$ cat src/rtl/nibble_serial_add_ctrl.sv
// Nibble-serial add/subtract sequencer driving one shared external 4-bit adder.
// Operands are latched on accept; one nibble per clock, LSB first.
module nibble_serial_add_ctrl #(
    parameter int NIBBLES = 4
) (
    input  logic                 clk,
    input  logic                 rst,
    input  logic                 start,
    input  logic                 sub,
    input  logic [4*NIBBLES-1:0] op_a,
    input  logic [4*NIBBLES-1:0] op_b,
    output logic                 ready,
    output logic                 busy,
    output logic [3:0]           add_a,
    output logic [3:0]           add_b,
    output logic                 add_cin,
    input  logic [3:0]           add_s,
    input  logic                 add_cout,
    output logic [4*NIBBLES-1:0] result,
    output logic                 cout,
    output logic                 ovf,
    output logic                 done
);

    localparam int W  = 4 * NIBBLES;
    localparam int IW = (NIBBLES > 1) ? $clog2(NIBBLES) : 1;

    localparam logic [1:0] S_IDLE = 2'd0;
    localparam logic [1:0] S_RUN  = 2'd1;
    localparam logic [1:0] S_DONE = 2'd2;

    localparam logic [IW-1:0] LAST = IW'(NIBBLES - 1);

    logic [1:0]    state_q, state_d;
    logic [IW-1:0] idx_q, idx_d;
    logic [W-1:0]  a_q, a_d;
    logic [W-1:0]  b_q, b_d;
    logic [W-1:0]  acc_q, acc_d;
    logic          carry_q, carry_d;
    logic [W-1:0]  result_q, result_d;
    logic          cout_q, cout_d;
    logic          ovf_q, ovf_d;

    logic run;

    assign run   = (state_q == S_RUN);
    assign ready = (state_q == S_IDLE);
    assign busy  = (state_q != S_IDLE);
    assign done  = (state_q == S_DONE);

    // Adder inputs are forced to zero outside RUN so the shared adder sees no stale operands.
    assign add_a   = run ? a_q[4*idx_q +: 4] : 4'd0;
    assign add_b   = run ? b_q[4*idx_q +: 4] : 4'd0;
    assign add_cin = run ? carry_q : 1'b0;

    assign result = result_q;
    assign cout   = cout_q;
    assign ovf    = ovf_q;

    always_comb begin
        state_d  = state_q;
        idx_d    = idx_q;
        a_d      = a_q;
        b_d      = b_q;
        acc_d    = acc_q;
        carry_d  = carry_q;
        result_d = result_q;
        cout_d   = cout_q;
        ovf_d    = ovf_q;
        case (state_q)
            S_IDLE: begin
                if (start) begin
                    state_d = S_RUN;
                    a_d     = op_a;
                    b_d     = sub ? ~op_b : op_b;
                    carry_d = sub;
                    idx_d   = '0;
                    acc_d   = '0;
                end
            end
            S_RUN: begin
                acc_d[4*idx_q +: 4] = add_s;
                carry_d             = add_cout;
                if (idx_q == LAST) begin
                    state_d  = S_DONE;
                    result_d = acc_d;
                    cout_d   = add_cout;
                    // Sign of the sum is the top bit of the final nibble just produced.
                    ovf_d    = (a_q[W-1] == b_q[W-1]) && (add_s[3] != a_q[W-1]);
                end else begin
                    idx_d = idx_q + 1'b1;
                end
            end
            S_DONE: begin
                state_d = S_IDLE;
            end
            default: begin
                state_d = S_IDLE;
            end
        endcase
    end

    always_ff @(posedge clk) begin
        if (rst) begin
            state_q  <= S_IDLE;
            idx_q    <= '0;
            a_q      <= '0;
            b_q      <= '0;
            acc_q    <= '0;
            carry_q  <= 1'b0;
            result_q <= '0;
            cout_q   <= 1'b0;
            ovf_q    <= 1'b0;
        end else begin
            state_q  <= state_d;
            idx_q    <= idx_d;
            a_q      <= a_d;
            b_q      <= b_d;
            acc_q    <= acc_d;
            carry_q  <= carry_d;
            result_q <= result_d;
            cout_q   <= cout_d;
            ovf_q    <= ovf_d;
        end
    end

endmodule

$ cat config.mk
export PLATFORM = sky130hd
export DESIGN_NAME = nibble_serial_add_ctrl
export DESIGN_NICKNAME = d
export VERILOG_FILES = /design/src/rtl/nibble_serial_add_ctrl.sv
export SDC_FILE = /design/constraint.sdc
export NUM_CORES = 1
export LEC_CHECK = 0
export CAP_MARGIN = 10
export CORE_ASPECT_RATIO = 1.25
export CORE_UTILIZATION = 49
export CTS_CLUSTER_SIZE = 10
export DETAILED_ROUTE_END_ITERATION = 16
export DONT_BUFFER_PORTS = 1
export PLACE_DENSITY = 0.75
export RECOVER_POWER = 25
export SLEW_MARGIN = 20
export SYNTH_ARGS = -nofsm -noshare
export SYNTH_HDL_FRONTEND = slang
export SYNTH_SLANG_ARGS = --single-unit
export TNS_END_PERCENT = 20
$ cat constraint.sdc
create_clock -name clk -period 2 [get_ports clk]
set_input_delay 0.4 -clock clk [delete_from_list [all_inputs] [get_ports clk]]
set_output_delay 0.4 -clock clk [all_outputs]
set_load 0.02 [all_outputs]
**Word level (Yosys, flattened, before mapping)**

Cells that the tools add are included.

- Word-level logic and storage cells: 48
- Output and inout port bits: 30
- ROM bits: 0
- RAM bits: 0
- Bits of input ports: 41
- Bits in registers: 71
- Memories kept: 0
- Latch bits: 0

- Reduce and logical (&&, ||, !) cells: 9
- $mul: 0
- Div/mod/pow operators: 0
- Shifts and indexed selects: 4
- $lt $le $gt $ge: 0
- Equality and inequality tests: 8
- Bitwise logic cells: 1
- Muxes and demuxes: 15
- $add $sub $neg: 2

Operators with widths:

| kind | count |
|---|---|
| negator 4 -> 34 bit | 1 |
| variable shift 4 x 34 -> 16 bit, first input constant | 1 |
| variable part select 4 x 34 -> 16 bit | 1 |
| 2-to-1 mux 16 bit | 2 |
| one-hot mux 16 bit (2 select lines) | 1 |
| variable part select 16 x 5 -> 4 bit | 2 |
| bitwise mux 16 bit | 1 |
| NOT 16 bit | 1 |
| 2-to-1 mux 2 bit | 4 |
| 2-to-1 mux 4 bit | 2 |
| one-hot mux 2 bit (2 select lines) | 2 |
| AND reduction 2 bit | 4 |
| equality test 2 bit, second input constant | 2 |
| inequality test 2 bit, second input constant | 2 |
| nonzero test 2 bit | 2 |
| AND reduction 3 bit | 1 |
| adder 2 x 1 -> 2 bit, second input constant | 1 |
| equality test 2 x 1 -> 1 bit, second input constant | 1 |
| logical NOT 2 bit | 1 |
| 2-to-1 mux 1 bit | 2 |
| inequality test 2 x 1 -> 1 bit, second input constant | 1 |
| one-hot mux 1 bit (2 select lines) | 1 |
| equality test 1 bit | 1 |
| logical AND 1 bit | 1 |
| inequality test 1 bit | 1 |

**Longest topological paths before layout**

Gate-level depths: netlist of the first run.

- Depth after elaboration: 4
- Mapped depth: 7
- Mapped depth without buffers: 5

**Worst setup path after synthesis of the first run**

Ideal clock, no wire load.

- Path type: register to register
- Start: register idx_q[1]
- End: register acc_q[0]
- Cell stages (with the launch flop): 7
- Period minus slack after synthesis: 1.921 ns
- Required time: 1.883 ns
- Arrival time: 1.804 ns
- Path slack: 0.079 ns
- Buffers on the path: 1
- Setup time: 0.117 ns
- Path through: dfxtp_1 clkbuf_1 inv_1 ha_1 and4bb_2 and2_1 a22o_1

- Cells in the longest elaborated chain, start to end: 4
- Elaborated cells on any way between the ends: 5
- Classes of those cells: add/sub: 1; shift: 2; mux: 2

RTL lines:

| what | line | RTL |
|---|---|---|
| start, declared | 35 | `logic [IW-1:0] idx_q, idx_d;` |
| start signal, assigned | 116 | `idx_q <= idx_d;` |
| negator 4 -> 34 bit (*) | 82 | `acc_d[4*idx_q +: 4] = add_s;` |
| variable part select 4 x 34 -> 16 bit / variable shift 4 x 34 -> 16 bit (equally long branches) | 82 |  |
| bitwise mux 16 bit (*) | 82 |  |
| one-hot mux 16 bit (2 select lines) (*) | 70 | `case (state_q)` |
| end signal, assigned | 109 | `acc_q <= '0;` |
| end signal, assigned | 119 | `acc_q <= acc_d;` |
| end, declared | 38 | `logic [W-1:0] acc_q, acc_d;` |

Mark *: on every way between the ends. The rest lies on a longest branch, timed or not.
A chain may end at the register's enable or synchronous reset.

**Final worst setup path of the first run**

- Start: register idx_q[0]
- End: output port add_b[2]

- Cells in the longest elaborated chain, start to end: 2

RTL lines:

| what | line | RTL |
|---|---|---|
| variable part select 16 x 5 -> 4 bit | 53 | `assign add_b = run ? b_q[4*idx_q +: 4] : 4'd0;` |
| 2-to-1 mux 4 bit | 53 |  |
| end, declared | 15 | `output logic [3:0] add_b,` |

Every way passes these cells.

==> key figures, run 1 <==
Power and ir drop
  • Pwr Total: 2.980 mW
  • Pleak: 1.320 nW
  • Clock share of power: 0.373
  • NetSw: 729.2 uW
  • Comb pwr share: 0.119
  • Switching Fraction: 0.2447
  • Pwr dens: 835.7 nW/um^2
  • Peak supply drop: 598.8 uV
  • Int Power: 2.251 mW
  • Flop pwr share: 0.508

STA
  • Final Hold Viols: 0
  • Skew final: 4.374 ps
  • RSZ-0062 raised after global routing: false
  • Final setup fails: 0
  • Fmax: 0.5138 GHz
  • Slew HR: 0.4200
  • Worst slew pin tran: 870.0 ps
  • Pins Over Slew Limit: 0
  • Setup TNS: 0 ps
  • Min Tclk post-route: 1946 ps
  • Period utilisation layout: 0.9731
  • Slack of the critical path: 53.76 ps

Cells and area
  • Final core utilization: 0.5709
  • Final instance area: 3566 sq um
  • Layout net count: 382
  • Layout fillers: 576
  • Layout cells sized above 1: 0.1588
  • Antenna cells: 0
  • Area Overhead vs Synth: 11.07%

Synth
  • Syn_nets: 387
  • Area contributors post-synth: dfxtp_1, mux4_2, a22o_1
  • Mean Syn Cell Area: 9.443 sq um
  • Most frequent cells after synthesis: dfxtp_1, nand2_1, nor2_1
  • Main synth FF type: dfxtp_1
  • Distinct cells, synth: 36
  • Area leader, netlist: dfxtp_1
  • EDFF count, synth: 0
  • Synth top area share: 0.4427
  • Synthesis Warnings: 0
  • Mapped Cells: 340
  • Count leader, synth: dfxtp_1
  • Synthesized area: 3211 sq um
  • Ys async rst share: 0
  • Seq/Total Area, Yosys: 0.4427
  • FF+latch count, synth: 71

Status
  • Status: completed

Place
  • DP Wirelength: 4768 microns
  • Pre-CTS setup slack: 155.8 ps
  • Placed inst area: 3292 sq um
  • # port buffers: 0
  • Final RePlAce weighted congestion: 0.8144

Detailed routing
  • DR vias: 2,425
  • Total wire length: 6841 microns
  • Starting DRC count in detailed routing: 140
  • Vias per std cell: 5.706
  • Drt drc: 0
  • First-pass DRT Iterations: 4
  • Post-DRT Antenna Nets: 0
  • Avg WL per Cell: 16.10 microns

Flow run
  • Max-capacitance violation count: 0

Critical path
  • WP data required: 1600 ps
  • Setup crit start kind: flop
  • Worst Path Arrival: 1550 ps
  • Worst Setup End Kind: output pin
  • Kind of critical path: reg2out
  • Critical path fanouts, max: 6

Global route
  • Gr usage total: 0.2074
  • Initial antenna violation count: 0
  • Vias in the first global route: 2,294
  • Pin count of the biggest net entering global routing: 50
  • Congestion Overflow GR: 0
  • First-pass GRT wire length: 10,990 microns

Die
  • Height of the die: 92.50 microns
  • Core area: 6246 sq um
  • Std cell rows: 32
  • IO Count: 71
  • DIE AREA: 6882 sq um
  • Die width: 74.40 microns
  • Initial Utilization: 0.5140

Hold path
  • Min-delay worst type: in2reg

Clock network
  • H-tree depth: 3
  • Clock transition at path regs: 70 ps
  • CTS Buf Count: 9
  • CTS Hold Bufs: 0
  • Clock tree from TritonCTS: built
  • CTS sink cnt: 71
  • Worst skew pair latency: 340 ps
  • Clk buf depth: 2
  • Clk root buf: clkbuf_8
-- cells in the final DEF, fill, tap and decap left out, drive strengths merged, types with 4 or more instances in the layout --
cell / instances
nor2b: 10
inv: 8
and3b: 5
a22o: 16
a221oi: 10
xnor2: 16
mux2: 4
a211oi: 16
nand2b: 5
a21oi: 27
mux4: 8
and3: 4
buf: 7
nand4: 5
a31oi: 4
nand2: 36
dfxtp: 71
o21ai: 17
nor2: 31
clkbuf: 14
ha: 6
-- through the flow --
step | hold WS, ps | instances
2_1_floorplan | 433.1 | 340
3_3_place_gp | 436.8 | 407
3_5_place_dp | 441.4 | 407
4_1_cts | 115.9 | 423
5_1_grt | 110.4 | 425
6_report | 129.3 | 425
-- flip-flops by register name, indices dropped and copies added, names as in the netlist --
register and cells:
a_q 16, acc_q 16, b_q 16, result 16
idx_q 2, state_q 2, carry_q 1, cout 1
ovf 1
-- cells by family after synthesis --
logic type,count (synthesis),synth area share
and+or+nand+nor,107,0.1699
xor gates and xnor gates,16,0.04365
buffers and inverters,33,0.04716
DFF,71,0.4427
AOI/OAI and AO/OA,95,0.2030
muxes,12,0.07015
adders and majority gates,6,0.02338
-- routing by layer --
| layer | vias up | part of all wire | track usage |
|---|---|---|---|
| met1 | 1134 | 0.43 | 0.2446 |
| met3 | 7 | 0.075 | 0.08596 |
| met4 | 0 | 0.010 | 0.05189 |
| met5 | - | 0 | 0 |
| li1 | 1220 | - | - |
| met2 | 64 | 0.49 | 0.3431 |
-- worst max-delay path, cell delays in order (launching register included) --
cell and delay (ps):
dfxtp_4 390, clkbuf_16 160, mux4_2 490, nor2b_4 170
-- power by group through the flow --
stage                     clock network [mW]  registers (mW)  logic, mW
after floorplan                            0            1.53      0.291
after global placement                     0            1.54      0.323
after detailed placement                   0            1.55      0.329
after CTS                               1.13            1.51      0.333
after global routing                    1.19            1.52      0.393
final                                   1.11            1.51      0.355
-- cell type report --
cell class              count  area [sq um]  area share
multi-input cells         236          1707      0.4786
flip-flops and latches     71          1425      0.3997
clock buffers              12         145.1     0.04070
repair buffers              9         107.6     0.03018
well taps                  85         106.4     0.02982
clock inverters             4         45.04     0.01263
inverters                   8         30.03    0.008421
-- path summary, 6_finish.rpt --
path / startpoint / cells after the start / end / slack, ps
setup / recovery: idx_q[0] / 3 / add_b[2] / 50
hold / removal: rst / 1 / b_q[15] / 130
setup reg to reg: idx_q[0] / 6 / acc_q[1] / 160
hold reg to reg: a_q[14] / 2 / a_q[14] / 450
-- timing repair --
item / in CTS / in global routing
gates resized for setup: 5 / 14
buffers inserted: 0 / 1
endpoints found under the setup margin: 8 / 8
gates cloned: 0 / 1
Note: power is estimated with default switching activity, not from simulation.
==> inputs of run 2 (changes only) <==
Settings changed: CORE_UTILIZATION 49 to 25, PLACE_DENSITY 0.75 to 0.38.
==> run 2 against run 1 <==
Power rose by 17%. Critical endpoint is now add_b[0]. Non-clock buffer count increased by 7. Sequential share of layout area fell by 2.3 points. Combinational power is 3% higher. Largest power group is now the clock network. Cell count up 20%. Routed wire length up 25%. Flip-flop and latch count is the same. Design area increased by 6.1%. Utilization fell by 26 points. Critical path type unchanged. Clock power up 45%. Clock skew rose by 1.1 ps.
==> key figures, run 2 (synthesis gave the netlist of run 1 again) <==
Detailed routing
  • Drt drc: 0
  • Post-DRT Antenna Nets: 0
  • Total wire length: 8581 microns
  • First-pass DRT Iterations: 4
  • Starting DRC count in detailed routing: 69
  • DR vias: 2,444
  • Avg WL per Cell: 16.83 microns
  • Vias per std cell: 4.792

STA
  • WHS: 141.5 ps
  • Period utilisation layout: 0.9820
  • Pins Over Slew Limit: 0
  • RSZ-0062 raised after global routing: true
  • Final setup fails: 0
  • Final Hold Viols: 0
  • Skew final: 5.433 ps
  • Setup TNS: 0 ps
  • Worst slew pin tran: 655.6 ps
  • Slew HR: 0.5629
  • Fmax: 0.5092 GHz
  • Min Tclk post-route: 1964 ps

Hold path
  • Min-delay worst type: in2reg
  • Hold wc startpoint: rst

Cells and area
  • Commonest non-fill, non-tap cell in the layout: dfxtp_1
  • Layout cells sized above 1: 0.1734
  • Layout net count: 389
  • Antenna cells: 0
  • Area Overhead vs Synth: 17.81%
  • Most frequent cells in the layout: dfxtp_1, nand2_1, nor2_1, a21oi_1, o21ai_0

Die
  • Core area: 12,330 sq um
  • Height of the die: 128.7 microns
  • IO Count: 71
  • Die width: 103.4 microns
  • DIE AREA: 13,300 sq um
  • Initial Utilization: 0.2604
  • Std cell rows: 45

Global route
  • Congestion Overflow GR: 0
  • Met2 usage: 0.2240
  • Vias in the first global route: 2,502
  • Met1 Use GR: 0.1691
  • Most Crowded Layer GR: met2
  • First-pass GRT wire length: 13,600 microns
  • GR Util met3: 0.03639
  • Initial antenna violation count: 0
  • Pin count of the biggest net entering global routing: 50
  • Gr usage total: 0.1386

Clock network
  • Worst skew pair latency: 330 ps
  • Clk buf depth: 2
  • Clk root buf: clkbuf_16
  • H-tree depth: 3
  • Clock transition at path regs: 60 ps
  • CTS Buf Count: 9
  • CTS Hold Bufs: 0
  • Clock tree from TritonCTS: built
  • CTS sink cnt: 71

Critical path
  • Reg-to-Reg Start: idx_q[0]
  • Worst Path Arrival: 1560 ps
  • Critical path fanouts, max: 6
  • Kind of critical path: reg2out
  • Setup crit start kind: flop
  • Crit path from: idx_q[0]
  • Worst Setup End Kind: output pin
  • WP data required: 1600 ps

Power and ir drop
  • Pleak: 1.391 nW
  • Peak supply drop: 293.1 uV
  • Pwr dens: 922.5 nW/um^2

Status
  • Status: completed

Place
  • DP Wirelength: 5863 microns
  • # port buffers: 0
  • Final RePlAce weighted congestion: 0.7082

Flow run
  • Max-capacitance violation count: 0
run 2: cell types whose count changed in the layout (fill, tap and decap cells not counted), sizes merged:
cell	before	now
clkbuf	14	15
buf	7	12
run 2: metrics by stage:
step	instances	area [sq um]	setup WS (ps)	util	total power, mW
final	510	3782	35.96	0.3067	3.489
after global routing	510	3782	-14.50	0.3067	3.657
after CTS	509	3737	-0.3756	0.3031	3.532
after detailed placement	493	3431	308.6	0.2782	1.902
after global placement	493	3431	318.3	0.2782	1.898
after floorplan	340	3211	78.96	-	1.823
run 2: worst paths after layout:
path	endpoint	slack [ps]	cells past startpoint
worst min register to register	a_q[13]	450	2
worst max register to register	cout	200	7
worst max-delay path	add_b[0]	40	3
worst min-delay path	b_q[10]	140	1
run 2: worst max-delay path, stage by stage, from the launching register on:
cell and delay, ps:
dfxtp_4 380, buf_12 150, mux4_2 490, nor2b_2 210
run 2: area by class of cell:
cell class | instances | area (sq um)
inverters | 8 | 30.03
clock inverters | 4 | 45.04
repair buffers | 16 | 142.6
flip-flops and latches | 71 | 1425
multi-input cells | 236 | 1682
clock buffers | 11 | 252.7
fillers | 1286 | 8548
well taps | 164 | 205.2
run 2: report_power, final:
part | internal, mW | leakage, nW | switching, mW
Combinational | 0.175 | 0.660 | 0.190
Sequential | 1.48 | 0.580 | 0.0386
Clock | 1.02 | 0.151 | 0.591
run 2: timing repair:
action	CTS	global route
gates cloned	0	1
gates resized for setup	1	13
endpoints found under the setup margin	8	8
buffers inserted	1	0
run 2: layer usage:
metal	wire, microns	part of all wire
met3	520	0.061
met2	4050	0.47
met4	150	0.017
met5	0	0
met1	3859	0.45
